**src/rtl/game_seq.sv**
```systemverilog
// Game-flow sequencer: owns status (idle/run/hit/over), lives, score and high score.
// Optional pause support is compiled in with `define GAME_PAUSE_EN.
module game_seq #(
    parameter int unsigned LIVES_INIT    = 3,
    parameter int unsigned LIFE_W        = 2,
    parameter int unsigned SCORE_W       = 16,
    parameter int unsigned BONUS_PTS     = 10,
    parameter int unsigned INVULN_FRAMES = 120,
    parameter int unsigned OVER_FRAMES   = 180,
    parameter int unsigned CNT_W         = 8
) (
`ifdef GAME_PAUSE_EN
    input  logic               pause_btn_i,
    output logic               paused_o,
`endif
    input  logic               clk_vga,
    input  logic               rst,
    input  logic               v_sync_i,
    input  logic               start_btn_i,
    input  logic               crash_me_enemy_i,
    input  logic               crash_enemy_bullet_i,
    input  logic               crash_me_bonus_i,
    output logic [1:0]         game_status_o,
    output logic               gamestart_o,
    output logic               run_en_o,
    output logic               invuln_o,
    output logic [LIFE_W-1:0]  lives_o,
    output logic [SCORE_W-1:0] score_o,
    output logic [SCORE_W-1:0] hi_score_o
);

    typedef enum logic [1:0] {
        S_IDLE = 2'b00,
        S_RUN  = 2'b01,
        S_HIT  = 2'b10,
        S_OVER = 2'b11
    } state_t;

    state_t               r_state, w_state_nxt;
    logic [LIFE_W-1:0]    r_lives, w_lives_nxt;
    logic [SCORE_W-1:0]   r_score, w_score_nxt;
    logic [SCORE_W-1:0]   r_hi, w_hi_nxt;
    logic [CNT_W-1:0]     r_cnt, w_cnt_nxt;
    logic                 r_gamestart, w_gamestart_nxt;
    logic                 r_run_en, w_run_en_nxt;
    logic                 r_invuln, w_invuln_nxt;
    logic                 r_vs_prev, r_start_prev;

    logic                 w_tick, w_start_edge, w_paused_cur, w_paused_nxt;
    logic [SCORE_W:0]     w_sum;
    logic [SCORE_W-1:0]   w_score_inc;

    assign w_tick       = v_sync_i & ~r_vs_prev;
    assign w_start_edge = start_btn_i & ~r_start_prev;

`ifdef GAME_PAUSE_EN
    logic r_paused, r_pause_prev, w_pause_edge;

    assign w_pause_edge = pause_btn_i & ~r_pause_prev;
    assign w_paused_cur = r_paused;
    assign paused_o     = r_paused;

    // Pause toggles only while a game is actually in play.
    always_comb begin
        w_paused_nxt = r_paused;
        if (w_pause_edge && (r_state == S_RUN || r_state == S_HIT))
            w_paused_nxt = ~r_paused;
    end

    always_ff @(posedge clk_vga) begin
        if (rst) begin
            r_paused     <= 1'b0;
            r_pause_prev <= 1'b0;
        end else begin
            r_paused     <= w_paused_nxt;
            r_pause_prev <= pause_btn_i;
        end
    end
`else
    assign w_paused_cur = 1'b0;
    assign w_paused_nxt = 1'b0;
`endif

    // Saturating score increment; bullet and bonus in the same cycle sum.
    assign w_sum = {1'b0, r_score}
                 + (SCORE_W+1)'(crash_enemy_bullet_i)
                 + (crash_me_bonus_i ? (SCORE_W+1)'(BONUS_PTS) : (SCORE_W+1)'(0));
    assign w_score_inc = w_sum[SCORE_W] ? {SCORE_W{1'b1}} : w_sum[SCORE_W-1:0];

    always_comb begin
        w_state_nxt     = r_state;
        w_lives_nxt     = r_lives;
        w_score_nxt     = r_score;
        w_hi_nxt        = r_hi;
        w_cnt_nxt       = r_cnt;
        w_gamestart_nxt = 1'b0;
        case (r_state)
            S_IDLE: begin
                if (w_start_edge) begin
                    w_state_nxt     = S_RUN;
                    w_lives_nxt     = LIFE_W'(LIVES_INIT);
                    w_score_nxt     = '0;
                    w_gamestart_nxt = 1'b1;
                end
            end
            S_RUN: begin
                if (!w_paused_cur) begin
                    w_score_nxt = w_score_inc;
                    if (crash_me_enemy_i) begin
                        if (r_lives == LIFE_W'(1)) begin
                            w_state_nxt = S_OVER;
                            w_lives_nxt = '0;
                            w_cnt_nxt   = CNT_W'(OVER_FRAMES);
                            w_hi_nxt    = (w_score_inc > r_hi) ? w_score_inc : r_hi;
                        end else begin
                            w_state_nxt = S_HIT;
                            w_lives_nxt = r_lives - LIFE_W'(1);
                            w_cnt_nxt   = CNT_W'(INVULN_FRAMES);
                        end
                    end
                end
            end
            S_HIT: begin
                if (!w_paused_cur) begin
                    w_score_nxt = w_score_inc;
                    if (w_tick) begin
                        if (r_cnt == CNT_W'(1))
                            w_state_nxt = S_RUN;
                        else
                            w_cnt_nxt = r_cnt - CNT_W'(1);
                    end
                end
            end
            S_OVER: begin
                // A start edge only counts once the counter has already reached zero.
                if (w_start_edge && r_cnt == '0) begin
                    w_state_nxt     = S_RUN;
                    w_lives_nxt     = LIFE_W'(LIVES_INIT);
                    w_score_nxt     = '0;
                    w_gamestart_nxt = 1'b1;
                end else if (w_tick && r_cnt != '0) begin
                    w_cnt_nxt = r_cnt - CNT_W'(1);
                end
            end
            default: w_state_nxt = S_IDLE;
        endcase
        w_run_en_nxt = (w_state_nxt == S_RUN || w_state_nxt == S_HIT) && !w_paused_nxt;
        w_invuln_nxt = (w_state_nxt == S_HIT);
    end

    // Start history follows the button during reset so a held button needs a re-press.
    always_ff @(posedge clk_vga) begin
        if (rst) begin
            r_state      <= S_IDLE;
            r_lives      <= '0;
            r_score      <= '0;
            r_hi         <= '0;
            r_cnt        <= '0;
            r_gamestart  <= 1'b0;
            r_run_en     <= 1'b0;
            r_invuln     <= 1'b0;
            r_vs_prev    <= 1'b0;
            r_start_prev <= start_btn_i;
        end else begin
            r_state      <= w_state_nxt;
            r_lives      <= w_lives_nxt;
            r_score      <= w_score_nxt;
            r_hi         <= w_hi_nxt;
            r_cnt        <= w_cnt_nxt;
            r_gamestart  <= w_gamestart_nxt;
            r_run_en     <= w_run_en_nxt;
            r_invuln     <= w_invuln_nxt;
            r_vs_prev    <= v_sync_i;
            r_start_prev <= start_btn_i;
        end
    end

    assign game_status_o = r_state;
    assign gamestart_o   = r_gamestart;
    assign run_en_o      = r_run_en;
    assign invuln_o      = r_invuln;
    assign lives_o       = r_lives;
    assign score_o       = r_score;
    assign hi_score_o    = r_hi;

endmodule

```
**config.mk**
```make
export PLATFORM = sky130hd
export DESIGN_NAME = game_seq
export DESIGN_NICKNAME = d
export VERILOG_FILES = /design/src/rtl/game_seq.sv
export SDC_FILE = /design/constraint.sdc
export NUM_CORES = 1
export LEC_CHECK = 0
export CORE_MARGIN = 2
export CORE_UTILIZATION = 38
export DETAILED_ROUTE_END_ITERATION = 10
export DONT_BUFFER_PORTS = 1
export GPL_ROUTABILITY_DRIVEN = 0
export PLACE_DENSITY = 0.5
export SLEW_MARGIN = 5
export SYNTH_ARGS = -nofsm -noshare
export SYNTH_HDL_FRONTEND = slang
export SYNTH_SLANG_ARGS = --single-unit
```
**constraint.sdc**
```tcl
create_clock -name clk_vga -period 5.3 [get_ports clk_vga]
set_input_delay 0.265 -clock clk_vga [delete_from_list [all_inputs] [get_ports clk_vga]]
set_output_delay 0.265 -clock clk_vga [all_outputs]
set_load 0.02 [all_outputs]
```
== After elaboration in Yosys (flattened, before gate mapping) ==
Cells that the tools add are included.
W data, S select, Z words.

* Add/sub/neg operators: 4
* Magnitude comparators: 1
* Eq/ne operators: 14
* Multiplexer cells: 27
* Bitwise logic cells: 4
* Reductions and logical operators: 13

{| class="wikitable"
|+ Operators with widths
! kind !! number
|-
| $mux W16 || 3
|-
| $mux W8 || 6
|-
| $pmux W16 S3 || 1
|-
| $pmux W8 S3 || 1
|-
| $mux W2 || 9
|-
| $add A16 B1 Y17 || 1
|-
| $add A17 B4 Y17 || 1
|-
| $gt A16 B16 Y1 || 1
|-
| $ne A2 B2 Y1 const B || 7
|-
| $eq A8 B1 Y1 const B || 1
|-
| $logic_not A8 Y1 || 1
|-
| $pmux W2 S4 || 1
|-
| $reduce_and A4 Y1 || 2
|-
| $reduce_bool A8 Y1 || 1
|-
| $sub A8 B1 Y8 const B || 1
|-
| $eq A2 B1 Y1 const B || 3
|-
| $eq A2 B2 Y1 const B || 3
|-
| $pmux W2 S3 || 1
|-
| $reduce_and A6 Y1 || 1
|-
| $reduce_bool A3 Y1 || 2
|-
| $mux W4 || 1
|-
| $mux W1 || 3
|-
| $and A1 B1 Y1 || 2
|-
| $logic_and A1 B1 Y1 || 2
|-
| 7 further kinds || 8
|}

* Flip-flop bits (word level): 49
* Output and inout port bits: 39

== Longest topological paths before layout ==
Gate-level depths: netlist of the first run.

* Depth after elaboration: 7
* Gate-level depth with buffers: 16

== Worst setup path before layout of the first run ==
OpenSTA, ideal clock, no wires.

* Kind: flip-flop to flip-flop
* Start point: register r_score[0] (netlist: score_o[0])
* End point: register r_hi[10] (netlist: hi_score_o[10])
* Library setup time: 136 ps
* Arrival: 3511 ps
* Required time: 5164 ps
* Setup slack: 1653 ps
* Cell stages (with the launch flop): 15
* Path buffers: 1
* Cells stage by stage: dfxtp_1 ha_1 fa_1 a31oi_1 nor3_1 and3_1 mux2_2 ha_1 a21o_1 a21o_1 a2111oi_4 o211ai_4 buf_6 a21oi_1 nor3_2

* Longest elaborated chain between the ends: 5

{| class="wikitable"
|+ Ends and longest elaborated chain
! element !! RTL line !! text
|-
| start: declaration || 41 || <nowiki>logic [SCORE_W-1:0] r_score, w_score_nxt;</nowiki>
|-
| start signal: assignment || 167 || <nowiki>r_score <= w_score_nxt;</nowiki>
|-
| $add A16 B1 Y17 || 86 || <nowiki>+ (SCORE_W+1)'(crash_enemy_bullet_i)</nowiki>
|-
| $add A17 B4 Y17 || 87 || <nowiki>+ (crash_me_bonus_i ? (SCORE_W+1)'(BONUS_PTS) : (SCORE_W+1)'(0));</nowiki>
|-
| $mux W16 || 88 || <nowiki>assign w_score_inc = w_sum[SCORE_W] ? {SCORE_W{1'b1}} : w_sum[SCORE_W-1:0];</nowiki>
|-
| named net w_score_inc[12] || 51 || <nowiki>logic [SCORE_W-1:0] w_score_inc;</nowiki>
|-
| $gt A16 B16 Y1 || 114 || <nowiki>w_hi_nxt = (w_score_inc > r_hi) ? w_score_inc : r_hi;</nowiki>
|-
| $reduce_and A4 Y1 (no source line) || -- ||
|-
| end signal: assignment || 168 || <nowiki>r_hi <= w_hi_nxt;</nowiki>
|-
| end: declaration || 42 || <nowiki>logic [SCORE_W-1:0] r_hi, w_hi_nxt;</nowiki>
|}

The timed path passes the listed nets, and every way through them passes these cells.
A chain may end at the register's enable or synchronous reset.

== Worst setup path after layout of the first run ==
* Start point: register r_score[0] (netlist: score_o[0])
* End point: register r_hi[11] (netlist: hi_score_o[11])

* Longest elaborated chain between the ends: 5

{| class="wikitable"
|+ Ends and longest elaborated chain
! element !! RTL line
|-
| $add A16 B1 Y17 * || 86
|-
| $add A17 B4 Y17 * || 87
|-
| $mux W16 * || 88
|-
| named net w_score_inc[11] || 51
|-
| $gt A16 B16 Y1 || 114
|-
| $reduce_and A4 Y1 (no source line) || --
|}

Mark *: on every way through the listed nets, which the timed path passes. The rest lies on a longest branch.

==> summary.txt, run 1 <==
Timing
  – Hold Vio Cnt, Final: 0
  – Final period util: 81.4%
  – Fin crit period: 4.31 ns
  – Clock skew: 0.0176 ns
  – RSZ-0062 raised after global routing: false
  – Worst-margin pin slew: 0.742 ns
  – Slew headroom: 50.5%
  – Slew Viols, Final: 0
  – Final setup fails: 0
  – TNS Setup: 0 ns
  – Fmax: 232 MHz

Detailed routing
  – Via count of the routed design: 2688
  – Drt initial violations: 138
  – Router iterations before antenna repair: 4
  – Post-Route WL: 7980 um
  – DR WL/cell: 16.6 um
  – Drt drc: 0
  – DR vias/cell: 5.59
  – Antenna-violating nets left: 0

Place
  – DP HPWL: 5590 um
  – Port bufs: 0

Pwr
  – Peak VDD IR: 0.147 mV
  – Total power: 977 uW
  – Clock share of power: 25.1%
  – Power per cell area: 299 mW/mm^2
  – Pint: 604 uW
  – Net Sw Frac: 38.1%
  – Logic gate share of total power: 29.4%
  – Cell leakage power: 0.00119 uW
  – Sw power: 372 uW
  – Seq pwr share: 45.5%

CTS
  – H-tree levels: 2
  – Clk_lat worst skew: 0.31 ns
  – TritonCTS Sinks: 49
  – Maximum clock path buffer count: 2
  – CTS tree: built
  – CTS Root Cell: clkbuf_8
  – Post-CTS setup buffer count: 0
  – Cts hold-fix bufs: 3
  – PostCTS Resize Cnt: 0
  – Clock buffers created by TritonCTS: 5
  – CTS clk-pin slew, worst paths: 0.11 ns

Cells and area
  – Nets@finish: 413
  – Most frequent cells in the layout: dfxtp_1, a21oi_1, nand2_1, nor3_1, ha_1
  – Layout cell share with drive strength beyond 1: 7.65%
  – ANT cells: 0
  – Most common cell after layout, fill and taps aside: dfxtp_1
  – Area Growth Syn to Fin: 5.89%

Logic synthesis
  – Synth Register Bits: 49
  – Ranking of synthesized cells by area: dfxtp_1, ha_1, a21oi_1, nand2_1, nor3_1
  – Asr flop ratio synth: 0%
  – Post-synth EDFFs: 0
  – Ys Warns: 0
  – Top cell type's share of synthesized area: 31.8%
  – Mapped Cells: 384
  – Net Count, Synth: 419
  – Mean Syn Cell Area: 8.03 um^2
  – Yosys top cell by area: dfxtp_1
  – Syn Std Cell Area: 0.00308 mm^2
  – Sequential fraction of the synthesis area: 31.8%
  – Distinct cells, synth: 53
  – Post-synth top flop: dfxtp_1

Floorplan
  – Initial core utilization: 39.5%
  – Chip Width: 94.1 um
  – Placement Rows: 32
  – I/O pins: 46
  – Core Footprint: 0.00781 mm^2
  – DIE HEIGHT: 94.1 um
  – Die area: 0.00885 mm^2

Setup path
  – WP data required: 5.55 ns
  – CP max FO: 13
  – Crit start category: flip-flop
  – CP Capture Type: flip-flop
  – CP Class: reg -> reg
  – Arrival time of the worst setup path: 4.56 ns

Run status
  – Status: completed

Global routing
  – Grt ovf: 0
  – Initial antenna violation count: 0
  – Largest net degree at the start of global routing: 36
  – GRT Total Usage: 19.0%
  – Vias in the first global route: 2583
  – First-pass GRT wire length: 13300 um

Min path
  – Hold/Removal Path Class: in -> reg

Flow run
  – Max-cap violation count: 0
worst max-delay path, cell delays in order, from the launching register on:
cell and delay, ns:
dfxtp_1 0.40, ha_1 0.25, fa_1 0.41, a31oi_1 0.56
nor2_1 0.14, nand2_1 0.35, o21ai_0 0.33, ha_1 0.39
nand2_1 0.09, nor3_2 0.21, nand3_2 0.16, o21ai_1 0.47
buf_4 0.26, o21ai_0 0.09, a21oi_1 0.15
area by class of cell:
| type | count | area (um^2) |
|---|---|---|
| Clock inverter | 2 | 17.5 |
| Multi-Input combinational cell | 293 | 1910 |
| Tap cell | 102 | 128 |
| Timing Repair Buffer | 6 | 57.6 |
| Clock buffer | 6 | 82.6 |
| Sequential cell | 49 | 981 |
| Fill cell | 835 | 4540 |
| Inverter | 23 | 86.3 |
sequential cells by signal (all words and copies together), names as in the netlist:
name / cells
hi_score_o: 16
r_start_prev: 1
r_vs_prev: 1
game_status_o: 2
r_cnt: 8
invuln_o: 1
score_o: 16
lives_o: 2
run_en_o: 1
gamestart_o: 1
Yosys cell counts, types with 6 or more instances:
| master | count |
|---|---|
| nor2b_1 | 6 |
| clkbuf_1 | 10 |
| xnor2_1 | 9 |
| nor2_1 | 22 |
| nand3_1 | 24 |
| ha_1 | 27 |
| nand4_1 | 7 |
| nor3_2 | 9 |
| dfxtp_1 | 49 |
| nand2_1 | 41 |
| a21oi_1 | 47 |
| nor3_1 | 29 |
| o21ai_0 | 12 |
| inv_1 | 23 |
logic make-up after synthesis:
family	share of synthesized area [%]
AOI/OAI and AO/OA	19.4
and+or+nand+nor	26.8
xor gates and xnor gates	3.41
muxes	0.731
adders and majority gates	11.6
buffers and inverters	6.17
DFF	31.8
through the flow:
step	util, %	hold slack (ns)	setup slack, ns	std cells	cell area (um^2)
floorplan	-	0.293	1.65	384	3080
global placement	39.9	0.293	1.19	468	3110
detailed placement	39.9	0.293	1.01	468	3110
CTS	41.5	0.00197	0.997	479	3240
global route	41.8	0.00193	0.725	481	3260
finish	41.8	0.0203	0.987	481	3260
path summary, 6_finish.rpt:
check                                             start                     endpoint  slack [ns]  cells past startpoint
worst max-delay path            score_o[0]$_SDFFE_PP0P_  hi_score_o[11]$_SDFFE_PP0P_        0.99                     14
worst min-delay path                                rst         r_vs_prev$_SDFF_PP0_        0.02                      1
worst max register to register  score_o[0]$_SDFFE_PP0P_  hi_score_o[11]$_SDFFE_PP0P_        0.99                     14
worst min register to register    r_cnt[7]$_SDFFE_PP0P_        r_cnt[7]$_SDFFE_PP0P_        0.49                      2
power groups by stage:
stage                     combinational, uW  sequential, uW  clock [uW]
after detailed placement                280             453           0
after global placement                  279             453           0
after floorplan                         247             445           0
final                                   287             444         245
after CTS                               285             445         258
after global routing                    327             449         277
routing by layer:
metal | part of all wire (%) | wire, um | vias up | global-route usage (%)
met3 | 4.0 | 319 | 2 | 4.01
li1 | - | - | 1364 | -
met5 | 0 | 0 | - | 0
met1 | 46 | 3680 | 1268 | 24.1
met4 | 0.38 | 30 | 0 | 3.99
met2 | 50 | 3960 | 54 | 33.1
(Power assumes the default switching activity.)
==> run 2, diff against run 1 <==
- ABC_AREA: unset -> 1
- PLACE_DENSITY: 0.5 -> 0.52
- clock period: 5.3 -> 3.68 ns (I/O delays scaled with it)
==> run 2 against run 1 <==
Critical path depth up 4. Die area is 5.9% higher. Non-clock buffer count rose by 4. Cell count up 27%. Final area rose by 8.7%. Register-to-register slack worse by 0.55 ns.
==> summary.txt, run 2 <==
Detailed routing
  – Router iterations before antenna repair: 4 (unchanged)
  – Antenna-violating nets left: 0 (unchanged)
  – DR vias/cell: 4.97 (was 5.59)
  – DR WL/cell: 13.0 um (was 16.6 um)
  – Via count of the routed design: 3040 (was 2688)
  – Drt initial violations: 136 (was 138)
  – Post-Route WL: 7940 um (was 7980 um)
  – Drt drc: 0 (unchanged)

Logic synthesis
  – Ys Warns: 0 (unchanged)
  – Post-synthesis mux area share: 0% (was 0.731%)
  – Post-synth EDFFs: 0 (unchanged)
  – Asr flop ratio synth: 0% (unchanged)
  – Compound-Gate Fraction of Synth Area: 11.2% (was 19.4%)
  – Count leader, synth: nand2_1 (was dfxtp_1)
  – Synth Area in XOR/XNOR: 1.61% (was 3.41%)
  – Net Count, Synth: 537 (was 419)
  – Syn Std Cell Area: 0.00327 mm^2 (was 0.00308 mm^2)
  – Mean Syn Cell Area: 6.52 um^2 (was 8.03 um^2)
  – Fraction of the mapped netlist area in adder cells: 10.9% (was 11.6%)
  – Largest family of logic cells by synthesized area: simple AND/OR/NAND/NOR gates (unchanged)
  – Yosys top cell by area: dfxtp_1 (unchanged)
  – Post-synth top flop: dfxtp_1 (unchanged)
  – Ranking of synthesized cells by area: dfxtp_1, nand2_1, ha_1, nor2_1, inv_1 (was dfxtp_1, ha_1, a21oi_1, nand2_1, nor3_1)
  – Mapped Cells: 502 (was 384)
  – Synth Register Bits: 49 (unchanged)
  – Simple-Gate Fraction of Synth Area: 37.2% (was 26.8%)
  – Sequential fraction of the synthesis area: 30.0% (was 31.8%)
  – Top cell type's share of synthesized area: 30.0% (was 31.8%)
  – Distinct cells, synth: 36 (was 53)
  – Post-synth top cells: nand2_1, nor2_1, inv_1 (was dfxtp_1, a21oi_1, nand2_1)

Global routing
  – GRT Total Usage: 17.4% (was 19.0%)
  – Vias in the first global route: 2863 (was 2583)
  – Grt ovf: 0 (unchanged)
  – Initial antenna violation count: 0 (unchanged)
  – Largest net degree at the start of global routing: 31 (was 36)
  – First-pass GRT wire length: 13700 um (was 13300 um)

Place
  – DP Area: 0.00342 mm^2 (was 0.00311 mm^2)
  – Port bufs: 0 (unchanged)
  – DP HPWL: 6050 um (was 5590 um)

Timing
  – Final period util: 88.1% (was 81.4%)
  – Fin crit period: 3.24 ns (was 4.31 ns)
  – RSZ-0062 raised after global routing: false (unchanged)
  – Hold Slack: 0.147 ns (was 0.0203 ns)
  – TNS Setup: 0 ns (unchanged)
  – Fmax: 308 MHz (was 232 MHz)
  – Slew headroom: 62.8% (was 50.5%)
  – Clock skew: 0.00649 ns (was 0.0176 ns)
  – Hold Vio Cnt, Final: 0 (unchanged)
  – Slew Viols, Final: 0 (unchanged)
  – Final setup fails: 0 (unchanged)
  – Worst-margin pin slew: 0.554 ns (was 0.742 ns)

CTS
  – H-tree levels: 2 (unchanged)
  – Post-CTS setup buffer count: 0 (unchanged)
  – Clock buffers created by TritonCTS: 5 (unchanged)
  – CTS clk-pin slew, worst paths: 0.09 ns (was 0.11 ns)
  – Clk_lat worst skew: 0.30 ns (was 0.31 ns)
  – Maximum clock path buffer count: 2 (unchanged)
  – PostCTS Resize Cnt: 0 (unchanged)
  – CTS Root Cell: clkbuf_8 (unchanged)
  – CTS tree: built (unchanged)
  – TritonCTS Sinks: 49 (unchanged)

Floorplan
  – Core Footprint: 0.00830 mm^2 (was 0.00781 mm^2)
  – DIE HEIGHT: 96.8 um (was 94.1 um)
  – Initial core utilization: 39.4% (was 39.5%)
  – Placement Rows: 33 (was 32)
  – Chip Width: 96.8 um (was 94.1 um)
  – I/O pins: 46 (unchanged)
  – Die area: 0.00937 mm^2 (was 0.00885 mm^2)

Setup path
  – Arrival time of the worst setup path: 3.44 ns (was 4.56 ns)
  – CP Capture Type: flip-flop (unchanged)
  – Crit start category: flip-flop (unchanged)
  – WP data required: 3.88 ns (was 5.55 ns)
  – Family with the most delay on the worst path: simple AND/OR/NAND/NOR gates (was compound AO/OA/AOI/OAI gates)
  – CP max FO: 21 (was 13)
  – Worst path depth: 18 (was 14)
  – CP cell instances: ha_1, fa_1, nand3_1, nand2_2, nand4_4, inv_2, nor2_1, inv_1, ha_1, nand2_1, nor2_1, nand4_1, o21a_1, buf_12, nand2_1, nand2_1, nand2_1, nor2_1 (was ha_1, fa_1, a31oi_1, nor2_1, nand2_1, o21ai_0, ha_1, nand2_1, nor3_2, nand3_2, o21ai_1, buf_4, o21ai_0, a21oi_1)
  – Register-to-Register Path Depth: 18 (was 14)
  – Flop2flop setup slack: 0.44 ns (was 0.99 ns)
  – Setup crit start: score_o[0]$_SDFFE_PP0P_ (unchanged)
  – CP endpoint: hi_score_o[13]$_SDFFE_PP0P_ (was hi_score_o[11]$_SDFFE_PP0P_)
  – Critical path buffers and inverters: 3 (was 1)
  – Crit path max-delay cell type: fa_1 (was a31oi_1)
  – R2R Path End: hi_score_o[13]$_SDFFE_PP0P_ (was hi_score_o[11]$_SDFFE_PP0P_)
  – CP dominant cell by count: nand2_1
  – FF-to-FF Start: score_o[0]$_SDFFE_PP0P_ (unchanged)
  – CP Class: reg -> reg (unchanged)
  – CP peak stage delay: 0.41 ns (was 0.56 ns)

Pwr
  – Power per cell area: 337 mW/mm^2 (was 299 mW/mm^2)
  – Peak VDD IR: 0.163 mV (was 0.147 mV)
  – Cell leakage power: 0.00158 uW (was 0.00119 uW)

Cells and area
  – Most frequent cells in the layout: nand2_1, nor2_1, inv_1, dfxtp_1, a21oi_1 (was dfxtp_1, a21oi_1, nand2_1, nor3_1, ha_1)
  – Fin area: 0.00355 mm^2 (was 0.00326 mm^2)
  – Nets@finish: 542 (was 413)
  – Layout Utilization: 42.7% (was 41.8%)
  – Layout cell share with drive strength beyond 1: 6.51% (was 7.65%)
  – Most common cell after layout, fill and taps aside: nand2_1 (was dfxtp_1)
  – ANT cells: 0 (unchanged)
  – Area Growth Syn to Fin: 8.33% (was 5.89%)
  – Filler cells: 907 (was 835)

Run status
  – Status: completed (unchanged)

Min path
  – Hold/Removal Path Class: in -> reg (unchanged)

Flow run
  – Max-cap violation count: 0 (unchanged)
-- run 2: cell types whose count changed in the layout (fill, tap and decap cells not counted), moves of 6 or more --
cell      change
nor2b_1       -6
nand3b_1      +7
xnor2_1       -7
nor3_1       -26
nand2_1     +102
nand3_1      +15
nor3_2        -9
inv_1        +38
nor2_1       +44
-- run 2: logic make-up (layout without fill, tap and decap cells) --
| kind of cell | after synthesis | count (layout) |
|---|---|---|
| AOI/OAI and AO/OA | 66 | 66 |
| DFF | 49 | 49 |
| buffers and inverters | 75 | 80 |
| xor gates and xnor gates | 6 | 6 |
| adders and majority gates | 28 | 28 |
| and+or+nand+nor | 278 | 278 |
-- run 2: area by class of cell --
type	count	area, um^2	share of cell area, %
Inverter	63	236	6.67
Clock buffer	7	86.3	2.43
Timing Repair Buffer	10	118	3.32
Sequential cell	49	981	27.7
Multi-Input combinational cell	378	1990	56.2
Tap cell	105	131	3.71
-- run 2: timing repair --
| item | in CTS | in global routing |
|---|---|---|
| hold buffers | 3 | 0 |
| hold endpoints to repair | 31 | 0 |
| setup endpoints to repair | 0 | 0 |
-- run 2: power breakdown --
part / total (uW) / internal, uW / switching, uW
combinational: 281 / 99.6 / 182
clock: 322 / 150 / 172
sequential: 592 / 553 / 38.8
-- run 2: routing by layer --
layer	up-vias	wire (um)	global-route usage, %
met2	54	3490	27.7
met5	-	0	0
li1	1618	-	-
met1	1362	3910	24.0
met3	6	460	4.19
met4	0	78	3.90
-- run 2: stage by stage --
| stage | total power (uW) | setup slack (ns) | std cells |
|---|---|---|---|
| after CTS | 1220 | 0.433 | 612 |
| after detailed placement | 877 | 0.456 | 602 |
| after floorplan | 817 | 0.716 | 502 |
| after global placement | 874 | 0.541 | 602 |
| after global routing | 1290 | 0.165 | 612 |
| final | 1190 | 0.436 | 612 |
-- run 2: worst min-delay path by stage --
stage,slack [ns],startpoint,to,depth (start not counted)
final,0.15,rst,score_o[4]$_SDFFE_PP0P_,2
after global routing,0.13,rst,score_o[4]$_SDFFE_PP0P_,2
after CTS,0.13,rst,score_o[4]$_SDFFE_PP0P_,2
after detailed placement,0.21,start_btn_i,r_start_prev$_DFF_P_,0
after global placement,0.21,start_btn_i,r_start_prev$_DFF_P_,0
after floorplan,0.21,start_btn_i,r_start_prev$_DFF_P_,0
